**config.mk**
```make
export PLATFORM = sky130hd
export DESIGN_NAME = matrix_multiplier_nxn
export DESIGN_NICKNAME = d
export VERILOG_FILES = /design/src/rtl/matmul_pkg.sv /design/src/rtl/matrix_multiplier_nxn_mac_unit.sv /design/src/rtl/matrix_multiplier_nxn.sv
export SDC_FILE = /design/constraint.sdc
export NUM_CORES = 1
export LEC_CHECK = 0
export CORE_ASPECT_RATIO = 2
export CORE_MARGIN = 1
export CORE_UTILIZATION = 45
export DETAILED_ROUTE_END_ITERATION = 10
export HOLD_SLACK_MARGIN = 0.02
export PLACE_DENSITY = 0.73
export SYNTH_ARGS = -nofsm -noshare
export SYNTH_HDL_FRONTEND = slang
export SYNTH_SLANG_ARGS = --single-unit
export TNS_END_PERCENT = 50
```
**constraint.sdc**
```tcl
create_clock -name clock -period 4.45 [get_ports clock]
set_clock_uncertainty 0.15 [all_clocks]
set_input_delay 0.445 -clock clock [delete_from_list [all_inputs] [get_ports clock]]
set_output_delay 0.445 -clock clock [all_outputs]
set_load 0.005 [all_outputs]
```
**src/rtl/matmul_pkg.sv**
```systemverilog
// Shared types and width helpers for the sequential NxN matrix multiplier.
package matmul_pkg;

  // Controller states of the multiplier.
  typedef enum logic [1:0] {
    IDLE = 2'd0,
    MAC  = 2'd1,
    EMIT = 2'd2,
    DONE = 2'd3
  } state_t;

  // Result element width: a W x W product summed N times never needs more.
  function automatic int res_width(input int n, input int w);
    return 2 * w + $clog2(n);
  endfunction

  // Width of the linear result index i*N+j.
  function automatic int idx_width(input int n);
    return $clog2(n * n);
  endfunction

  // Width of the i/j/k loop counters.
  function automatic int cnt_width(input int n);
    return $clog2(n);
  endfunction

  // Bit offset of element (r,c) inside a flattened row-major matrix.
  function automatic int elem_lsb(input int r, input int c, input int n, input int w);
    return (r * n + c) * w;
  endfunction

endpackage

```
**src/rtl/matrix_multiplier_nxn_mac_unit.sv**
```systemverilog
// Single multiply-accumulate stage shared by every result element.
module mac_unit #(
  parameter int W  = 3,
  parameter int RW = 7
) (
  input  logic          clock,
  input  logic          reset,
  input  logic          clear_load,
  input  logic          en,
  input  logic [W-1:0]  a,
  input  logic [W-1:0]  b,
  output logic [RW-1:0] acc
);

  logic [2*W-1:0] prod;

  assign prod = a * b;

  // en+clear_load loads the product, en alone accumulates, clear_load alone zeroes.
  always_ff @(posedge clock or posedge reset) begin
    if (reset) begin
      acc <= '0;
    end else if (en) begin
      if (clear_load) begin
        acc <= RW'(prod);
      end else begin
        acc <= acc + RW'(prod);
      end
    end else if (clear_load) begin
      acc <= '0;
    end
  end

endmodule

```
**src/rtl/matrix_multiplier_nxn.sv**
```systemverilog
// Sequential C = A x B for unsigned NxN matrices, one MAC per cycle,
// streaming each element over valid/ready and keeping the full result.
module matrix_multiplier_nxn
  import matmul_pkg::*;
#(
  parameter int  N  = 2,
  parameter int  W  = 3,
  localparam int RW = res_width(N, W),
  localparam int IW = idx_width(N)
) (
  input  logic              clock,
  input  logic              reset,
  input  logic [N*N*W-1:0]  matrix_a,
  input  logic [N*N*W-1:0]  matrix_b,
  input  logic              start,
  output logic              busy,
  output logic              done,
  output logic              res_valid,
  input  logic              res_ready,
  output logic [RW-1:0]     res_data,
  output logic [IW-1:0]     res_index,
  output logic [N*N*RW-1:0] matrix_result
);

  localparam int CW = cnt_width(N);

  state_t             state_reg;
  logic [CW-1:0]      i_reg;
  logic [CW-1:0]      j_reg;
  logic [CW-1:0]      k_reg;
  logic [N*N*W-1:0]   a_reg;
  logic [N*N*W-1:0]   b_reg;
  logic [W-1:0]       a_elem [N][N];
  logic [W-1:0]       b_elem [N][N];
  logic [RW-1:0]      res_mem [N*N];
  logic               mac_en;
  logic               mac_clear;

  // Unpack the captured operands so the MAC operands are plain array reads.
  for (genvar gi = 0; gi < N; gi++) begin : g_row
    for (genvar gj = 0; gj < N; gj++) begin : g_col
      assign a_elem[gi][gj] = a_reg[elem_lsb(gi, gj, N, W) +: W];
      assign b_elem[gi][gj] = b_reg[elem_lsb(gi, gj, N, W) +: W];
    end
  end

  // Flatten the stored result elements onto the output bus.
  for (genvar gi = 0; gi < N * N; gi++) begin : g_res
    assign matrix_result[gi*RW +: RW] = res_mem[gi];
  end

  assign mac_en    = (state_reg == MAC);
  assign mac_clear = ((state_reg == IDLE) && start) ||
                     ((state_reg == MAC) && (k_reg == '0));

  // The accumulator is a register and is held during EMIT, so it drives res_data directly.
  mac_unit #(
    .W  (W),
    .RW (RW)
  ) u_mac (
    .clock      (clock),
    .reset      (reset),
    .clear_load (mac_clear),
    .en         (mac_en),
    .a          (a_elem[i_reg][k_reg]),
    .b          (b_elem[k_reg][j_reg]),
    .acc        (res_data)
  );

  // Controller: operand capture, loop counters, result handshake and stored result.
  always_ff @(posedge clock or posedge reset) begin
    if (reset) begin
      state_reg <= IDLE;
      busy      <= 1'b0;
      done      <= 1'b0;
      res_valid <= 1'b0;
      res_index <= '0;
      i_reg     <= '0;
      j_reg     <= '0;
      k_reg     <= '0;
      a_reg     <= '0;
      b_reg     <= '0;
      for (int n = 0; n < N * N; n++) begin
        res_mem[n] <= '0;
      end
    end else begin
      case (state_reg)
        IDLE: begin
          done <= 1'b0;
          if (start) begin
            a_reg     <= matrix_a;
            b_reg     <= matrix_b;
            i_reg     <= '0;
            j_reg     <= '0;
            k_reg     <= '0;
            res_index <= '0;
            busy      <= 1'b1;
            state_reg <= MAC;
          end
        end
        MAC: begin
          if (k_reg == CW'(N - 1)) begin
            k_reg     <= '0;
            res_valid <= 1'b1;
            state_reg <= EMIT;
          end else begin
            k_reg <= k_reg + CW'(1);
          end
        end
        EMIT: begin
          if (res_ready) begin
            res_mem[res_index] <= res_data;
            res_valid          <= 1'b0;
            if (res_index == IW'(N * N - 1)) begin
              busy      <= 1'b0;
              done      <= 1'b1;
              state_reg <= DONE;
            end else begin
              res_index <= res_index + IW'(1);
              if (j_reg == CW'(N - 1)) begin
                j_reg <= '0;
                i_reg <= i_reg + CW'(1);
              end else begin
                j_reg <= j_reg + CW'(1);
              end
              state_reg <= MAC;
            end
          end
        end
        DONE: begin
          done      <= 1'b0;
          state_reg <= IDLE;
        end
        default: state_reg <= IDLE;
      endcase
    end
  end

endmodule

```
== After elaboration in Yosys (flattened, before gate mapping) ==
Cells that the tools add are included.
Storage, ports and cells
  register bits: 69
  input bits: 28
  output and inout bits: 40
Operators by class
  bitwise operators: 5
  multiplexer cells: 48
  $mul: 1
  equality and inequality tests: 10
  $lt $le $gt $ge: 5
  reductions and logical operators: 20
  add/subtract/negate cells: 5
Operator list (number)
  two-way mux 6 bit: 6
  bitwise mux 28 bit: 1
  two-way mux 7 bit: 4
  two-way mux 3 bit: 6
  two-way mux 1 bit: 15
  demux 7 bit (select 2 bit): 1
  two-way mux 2 bit: 7
  inequality test 2 bit, second input constant: 6
  case mux 1 bit (2 select lines): 6
  nonzero test 2 bit: 5
  AND reduction 3 bit: 3
  case mux 2 bit (4 select lines): 1
  AND reduction 4 bit: 2
  adder 7 x 6 -> 7 bit: 1
  == test 2 bit, second input constant: 3
  >= comparator 2 bit, second input constant: 3
  multiplier 3 x 3 -> 6 bit: 1
  inverter 1 -> 2 bit: 3
  AND reduction 2 bit: 3
  AND reduction 5 bit: 1
  case mux 2 bit (2 select lines): 1
  adder 1 bit, second input constant: 3
  >= comparator 3 bit, second input constant: 1
  logical AND 1 bit: 3
  other kinds (8): 8

== Logic depth before layout (Yosys ltp) ==
Gate-level depths: netlist of the first run.
  depth after elaboration: 11
  depth in mapped cells: 15
  mapped depth without buffers: 13

== Modules after synthesis ==
Synthesis of the first run repeated with hierarchy kept, for this count alone.
Unflattened totals
  cell total of the unflattened synthesis: 264
  area total of the unflattened synthesis: 3468.3 um2
Modules (own cells, without submodules)
  matrix_multiplier_nxn: instances 1, sequential area each 1551.5 um2, area each 2721.4 um2, cells an instance 183
  mac_unit: instances 1, sequential area each 175.2 um2, area each 747.0 um2, cells an instance 81

== Worst setup path after synthesis of the first run ==
No wires, ideal clock.
  path type: flip-flop to flip-flop
  start: reg k_reg
  end: reg u_mac.acc[6]
  slack: 0.981 ns
  data arrival time: 3.181 ns
  cell stages (with the launch flop): 14
  setup time: 0.138 ns
  period minus slack after synthesis: 3.469 ns
  required time: 4.162 ns
  path buffers: 1
  cells stage by stage: dfrtp_1 > buf_6 > mux4_1 > nand2_1 > fa_1 > inv_1 > ha_1 > fa_1 > ha_1 > o21a_1 > o31a_1 > o2111ai_1 > o41a_1 > o22ai_1
Between the ends
  longest elaborated chain between the ends: 11
RTL lines
  from (decl): line matrix_multiplier_nxn.sv:30  | logic [CW-1:0] k_reg;
  from (signal assigned): line matrix_multiplier_nxn.sv:107  | k_reg <= k_reg + CW'(1);
  inverter 1 -> 2 bit (implied by the code): line matrix_multiplier_nxn.sv:65, matrix_multiplier_nxn.sv:66
  two-way mux 6 bit (implied by the code) (3 in a row): line matrix_multiplier_nxn.sv:66  | .b (b_elem[k_reg][j_reg]),
  two-way mux 3 bit (implied by the code) (3 in a row): line matrix_multiplier_nxn.sv:66
  multiplier 3 x 3 -> 6 bit: line matrix_multiplier_nxn_mac_unit.sv:17  | assign prod = a * b;
  adder 7 x 6 -> 7 bit: line matrix_multiplier_nxn_mac_unit.sv:27  | acc <= acc + RW'(prod);
  two-way mux 7 bit: line matrix_multiplier_nxn_mac_unit.sv:24  | if (clear_load) begin
  two-way mux 7 bit: line matrix_multiplier_nxn_mac_unit.sv:23  | end else if (en) begin
  to (signal assigned): line matrix_multiplier_nxn_mac_unit.sv:25  | acc <= RW'(prod);
  to (signal assigned): line matrix_multiplier_nxn_mac_unit.sv:27
  to (decl): line matrix_multiplier_nxn_mac_unit.sv:12  | output logic [RW-1:0] acc
Several ways; a longest one is shown, not always the timed one. The select of a mux whose other input is x is not followed.
A chain may end at the register's enable or synchronous reset.

== Worst setup path after layout of the first run ==
Same ends and word-level chain as after synthesis.

==> reports/metrics.yaml, run 1 <==
drt:
  post-route-drc-count: 0
  dr.pass1.iters: 4
  antenna_left: 0
  via_count: 2605
  viasPerCell: 5.22
  routed_wl_um: 7000
  drtIter0Drc: 114
  wl_per_cell_um: 14.0
global_routing:
  antenna_found_initial: 0
  grt_usage_pct: 19.8
  grt_max_degree: 39
  grt_pass1_vias: 2592
  overflow: 0
  grt_pass1_wl_um: 12000
worst_setup_path:
  critPathLaunchType: "flip-flop"
  cp_top_family: "adder cells"
  ff2ff_setup_slack_ns: 0.42
  worstSetupPathType: "flip-flop to flip-flop"
  cp.required_ns: 4.50
  max_stage_delay_ns: 0.70
  path_buf_inv: 1
  crit_chain: "mux4_1 > nand2_1 > fa_1 > inv_1 > ha_1 > fa_1 > ha_1 > o21a_1 > o31a_1 > o2111ai_1 > o41a_1 > o22ai_1"
  cp-endpoint: "u_mac.acc[6]"
  cp_max_fo: 15
  crit_cells: 12
  cp_data_arrival_time_ns: 4.08
  worst_r2r_endpoint: "u_mac.acc[6]"
  worst_path_max_delay_cell: "dfrtp_1"
  crit_path_end_kind: "flip-flop"
  reg2reg_from: "k_reg"
  startpoint: "k_reg"
  reg2reg_depth: 12
synth:
  synthFlopType: "dfrtp_1"
  yosys.area.top_type: "dfrtp_1"
  ys_seq_area_share_pct: 50.3
  synth_cells: 334
  avgSynthCellArea_um2: 10.3
  synthDistinctLibCells: 36
  netlist_area_um2: 3440
  synth-edff-count: 0
  synthArstFlopShare_pct: 100
  synthTopCellsByArea: "dfrtp_1, nand2_1, ha_1"
  yosysTopAreaCellShare_pct: 50.3
  syn_nets: 383
  ys_ff_latch: 69
  synth_warnings: 0
cts:
  cts_buffers: 9
  clock-sinks: 69
  cts_tree: "done"
  htreeDepth: 3
  holdBufCountCts: 0
  cts_repair_resize_count: 0
  clk_path_buf_depth: 2
  cts_root_buffer: "clkbuf_16"
  cts_setup_buffers: 0
  clk_latency_ns: 0.33
  clk_pin_slew_ns: 0.05
cells_and_area:
  largest_reg_flops: 28
  nets: 451
  layout_commonest_cell: "nand2_1"
  fill_cells: 625
  layout-drive-gt1-share_pct: 9.58
  diodes: 0
  areaGrowthSynthToFinish_pct: 29.6
  mostFrequentLayoutCells: "nand2_1, dfrtp_1, clkdlybuf4s50_1"
floorplanning:
  die_x_um: 63.8
  dieArea_um2: 8010
  die_y_um: 126
  placementRows: 44
  io_pins: 68
  coreArea_um2: 7320
  initial_core_util_pct: 46.9
sta:
  hold_viol_final: 0
  max_slew.worst_pin.slew_ns: 0.845
  relSlewSlack_pct: 43.5
  setup_viol: 0
  finalCritPeriodShare_pct: 90.6
  drv_slew: 0
  worst_slack_ns: 0.416
  fmax_mhz: 248
  tns_ns: 0
  rsz0062_at_grt: "false"
  min_period_ns: 4.03
min_path:
  hold_depth: 2
  hold_path.class: "flip-flop to flip-flop"
power_and_ir_drop:
  p_sw_w: 0.00101
  power.share.clock_pct: 22.2
  comb_power_share_pct: 42.3
  seqPwrFrac_pct: 35.5
  p_sw_share_pct: 35.0
  p_int_w: 0.00187
  ir_drop_v: 0.000323
  p_leak_nw: 2.14
  power.density_nw_per_um2: 648
placed_design:
  preCtsSetupSlack_ns: 0.464
  gp_congestion: 0.861
  dp_hpwl_um: 5330
  port_buffers: 67
run_status:
  status: "finished clean"
job:
  max-cap-violations: 0
## area by class of cell
cell class              count  area (um^2)  share of cell area (%)
flip-flops and latches     69         1730                    38.8
inverters                  15         56.3                    1.26
repair buffers             69          686                    15.4
clock buffers              15          268                    6.01
clock inverters             1         5.00                   0.112
well taps                  92          115                    2.58
multi-input cells         238         1600                    35.9
## cells by family after synthesis
logic type      after synthesis  synth area share, %
compound gates               60                 10.9
xor+xnor                      4                 1.02
fa+ha+maj                    21                 8.30
buf+inv                      27                 3.28
flops                        69                 50.3
mux                          26                 10.8
simple gates                127                 15.4
## synthesized netlist by cell type (2+ instances only)
cell,number
nand2_1,97
dfrtp_1,69
o21ai_0,27
mux2_2,20
ha_1,18
inv_1,15
nand3_1,9
a21oi_1,8
and2_1,6
clkbuf_1,6
a22o_1,5
nor2_1,5
a21o_1,4
nand2b_1,4
nor2b_1,4
xor2_1,4
a31oi_1,3
buf_2,3
fa_1,3
mux4_1,3
mux4_2,3
a32oi_1,2
buf_1,2
o22ai_1,2
## worst reg2reg max path: stages, from the launching register on
cell and delay, ns:
dfrtp_1 0.70, mux4_1 0.67, nand2_1 0.12, fa_1 0.42, inv_1 0.08, ha_1 0.19
fa_1 0.45, ha_1 0.34, o21a_1 0.19, o31a_1 0.13, o2111ai_1 0.21, o41a_1 0.19
o22ai_1 0.08
## through the flow
step / total power, W / util, % / cells / area, um^2 / hold WS [ns]
floorplan: 0.00182 / - / 334 / 3440 / 0.287
detailed placement: 0.00226 / 57.1 / 483 / 4180 / 0.311
CTS: 0.00291 / 60.8 / 499 / 4450 / 0.324
finish: 0.00288 / 60.8 / 499 / 4450 / 0.320
global route: 0.00312 / 60.8 / 499 / 4450 / 0.338
global placement: 0.00222 / 57.1 / 483 / 4180 / 0.304
## power groups by stage
stage	sequential, W	clock (W)	combinational (W)
floorplan	0.000981	0	0.000837
global placement	0.00103	0	0.00119
detailed placement	0.00104	0	0.00123
CTS	0.00103	0.000651	0.00123
global route	0.00106	0.000685	0.00138
finish	0.00103	0.000639	0.00122
## layer usage
layer | vias to the layer above | GRT usage [%] | wire length [um]
li1 | 1275 | - | -
met3 | 10 | 3.65 | 250
met1 | 1250 | 21.4 | 2650
met4 | 0 | 10.0 | 163
met5 | - | 0 | 0
met2 | 70 | 35.5 | 3930
## worst min-delay path by stage
stage	startpoint	to	slack, ns
3_3_place_gp	b_reg[10]	b_reg[10]	0.30
6_report	a_reg[10]	a_reg[10]	0.32
3_5_place_dp	b_reg[9]	b_reg[9]	0.31
4_1_cts	b_reg[1]	b_reg[1]	0.32
5_1_grt	b_reg[9]	b_reg[9]	0.34
2_1_floorplan	a_reg[5]	a_reg[5]	0.29
Power figures use the tool's default switching activity.
==> run 2, diff against run 1 <==
CORE_UTILIZATION = 50   (was 45)
PLACE_DENSITY = 0.8   (was 0.73)
REMOVE_ABC_BUFFERS = 1   (was default)
SYNTH_HIERARCHICAL = 1   (was default)
==> run 2 against run 1 <==
Setup slack gained 0.25 ns. Sequential power grew 4%. Via count fell by 10%. Hold slack worse by 0.046 ns. Clock power up 20%. First-iteration DRC count fell by 56%. Global-route usage rose by 2.4 points. Maximum frequency increased by 6.6%. Critical endpoint is now u_mac/acc[6]. Largest power group unchanged.
==> reports/metrics.yaml, run 2 <==
run_status:
  status: "finished clean"
synth:
  synth-simple-area-share_pct: 8.12
  synth_warnings: 6
  yosys.area.top_type: "dfrtp_1"
  synthArstFlopShare_pct: 100
  synth_top_family_by_area: "multiplexers"
  synthFlopType: "dfrtp_1"
  yosysMostFrequentCell: "dfrtp_1"
  synth_commonest_cells: "dfrtp_1, mux2_2, ha_1, inv_1, o21ai_0"
  synth_xor_area_share_pct: 1.01
  synth_fa_ha_area_share_pct: 8.59
  yosysTopAreaCellShare_pct: 49.8
  synth_cells: 264
  synthTopCellsByArea: "dfrtp_1, mux2_2, ha_1"
  synth-edff-count: 0
  ys_seq_area_share_pct: 49.8
  netlist_area_um2: 3470
  synth.mux.area_fraction_pct: 22.5
  synthDistinctLibCells: 38
  avgSynthCellArea_um2: 13.1
  ys_ff_latch: 69
  synth_compound_area_share_pct: 7.25
sta:
  tns_ns: 0
  finalCritPeriodShare_pct: 85.0
  setup_viol: 0
  drv_slew: 0
  whs_ns: 0.274
  fmax_mhz: 264
  min_period_ns: 3.78
  relSlewSlack_pct: 45.0
  max_slew.worst_pin.slew_ns: 0.824
  rsz0062_at_grt: "false"
  hold_viol_final: 0
floorplanning:
  placementRows: 42
  initial_core_util_pct: 52.0
  coreArea_um2: 6670
  dieArea_um2: 7290
  die_x_um: 60.9
  die_y_um: 120
  io_pins: 68
power_and_ir_drop:
  p_sw_w: 0.00127
  seqPwrFrac_pct: 29.5
  ir_drop_v: 0.000545
  p_sw_share_pct: 35.2
  power.density_nw_per_um2: 797
  power.share.clock_pct: 21.2
  p_leak_nw: 2.07
  comb_power_share_pct: 49.3
  p_int_w: 0.00235
cts:
  cts_buffers: 9
  cts_tree: "done"
  clk_path_buf_depth: 2
  htreeDepth: 3
  cts_setup_buffers: 0
  cts_repair_resize_count: 0
  clock-sinks: 69
  clk_pin_slew_ns: 0.05
  holdBufCountCts: 0
  clk_latency_ns: 0.33
  cts_root_buffer: "clkbuf_16"
cells_and_area:
  post-route-util_pct: 68.1
  nets: 385
  layout_commonest_cell: "dfrtp_1"
  areaGrowthSynthToFinish_pct: 31.0
  layout-drive-gt1-share_pct: 24.4
  diodes: 0
  stdcell_area_um2: 4540
  mostFrequentLayoutCells: "dfrtp_1, clkdlybuf4s50_1, mux2_2"
  largest_reg_flops: 28
global_routing:
  overflow: 0
  grt_pass1_wl_um: 11400
  grt_max_degree: 41
  grt_pass1_vias: 2435
  antenna_found_initial: 0
  grt_usage_pct: 22.1
drt:
  antenna_left: 0
  drtIter0Drc: 50
  via_count: 2341
  dr.pass1.iters: 4
  viasPerCell: 5.47
  wl_per_cell_um: 16.4
  post-route-drc-count: 0
  routed_wl_um: 7010
worst_setup_path:
  cp_data_arrival_time_ns: 3.88
  worstSetupPathType: "flip-flop to flip-flop"
  reg2reg_depth: 12
  cp_max_fo: 9
  crit_path_end_kind: "flip-flop"
  cp.required_ns: 4.55
  critPathLaunchType: "flip-flop"
placed_design:
  port_buffers: 67
  dpl_cell_area_um2: 4220
  dp_hpwl_um: 5380
  gp_congestion: 0.826
min_path:
  hold_path.class: "input pin to async pin"
job:
  max-cap-violations: 0
run 2: cell count changes in the layout (fill, tap and decap cells not counted), sizes merged, moves of 3 or more:
| cell | change |
|---|---|
| mux2 | +33 |
| o41ai | +3 |
| o21ai | -15 |
| mux2i | +5 |
| clkbuf | -3 |
| a22o | -5 |
| nand2 | -87 |
| nor2 | -3 |
| inv | -3 |
run 2: area by class of cell:
class	instances	area (um^2)
Clock buffer	12	256
Clock inverter	4	70.1
Fill cell	499	2130
Inverter	12	45.0
Multi-Input combinational cell	174	1650
Sequential cell	69	1730
Tap cell	88	110
Timing Repair Buffer	69	686
run 2: through the flow:
stage                     worst slack (ns)  instances  power [W]
after floorplan                      0.918        255    0.00229
after global placement               0.826        412    0.00276
after detailed placement             0.657        412    0.00286
after CTS                            0.655        428    0.00365
after global routing                 0.522        428    0.00388
final                                0.668        428    0.00362
run 2: kinds of logic after synthesis:
kind of cell / Yosys count
xor+xnor: 4
simple gates: 47
buf+inv: 21
fa+ha+maj: 22
mux: 64
compound gates: 37
flops: 69
run 2: path summary, 6_finish.rpt:
path	from	to	slack, ns
max	k_reg	u_mac/acc[6]	0.67
min	reset	u_mac/acc[0]	0.27
max reg2reg	k_reg	u_mac/acc[6]	0.67
min reg2reg	busy	busy	0.35
max in group asynchronous	reset	state_reg[1]	2.85
min in group clock	busy	busy	0.35
run 2: metal layers:
metal  global-route usage [%]  wire length (um)  vias to the layer above
li1                         -                 -                     1093
met1                     21.9              2500                     1162
met2                     38.5              3960                       67
met3                     6.14               234                       19
met4                     13.8               307                        0
met5                        0                 0                        -
run 2: power by group through the flow:
stage          sequential [W]  clock [W]  combinational, W
2_1_floorplan         0.00102          0           0.00127
3_3_place_gp          0.00107          0           0.00169
3_5_place_dp          0.00108          0           0.00178
4_1_cts               0.00107   0.000784           0.00179
5_1_grt               0.00110   0.000813           0.00197
6_report              0.00107   0.000767           0.00179
run 2: critical path, stage by stage (launching register included):
cell,delay (ns)
dfrtp_1,0.55
mux4_2,0.57
nand2_1,0.10
fa_1,0.42
inv_1,0.08
ha_1,0.18
fa_1,0.44
ha_1,0.36
o21a_1,0.16
o31a_4,0.15
nor3_2,0.04
or3_1,0.33
a21oi_1,0.15
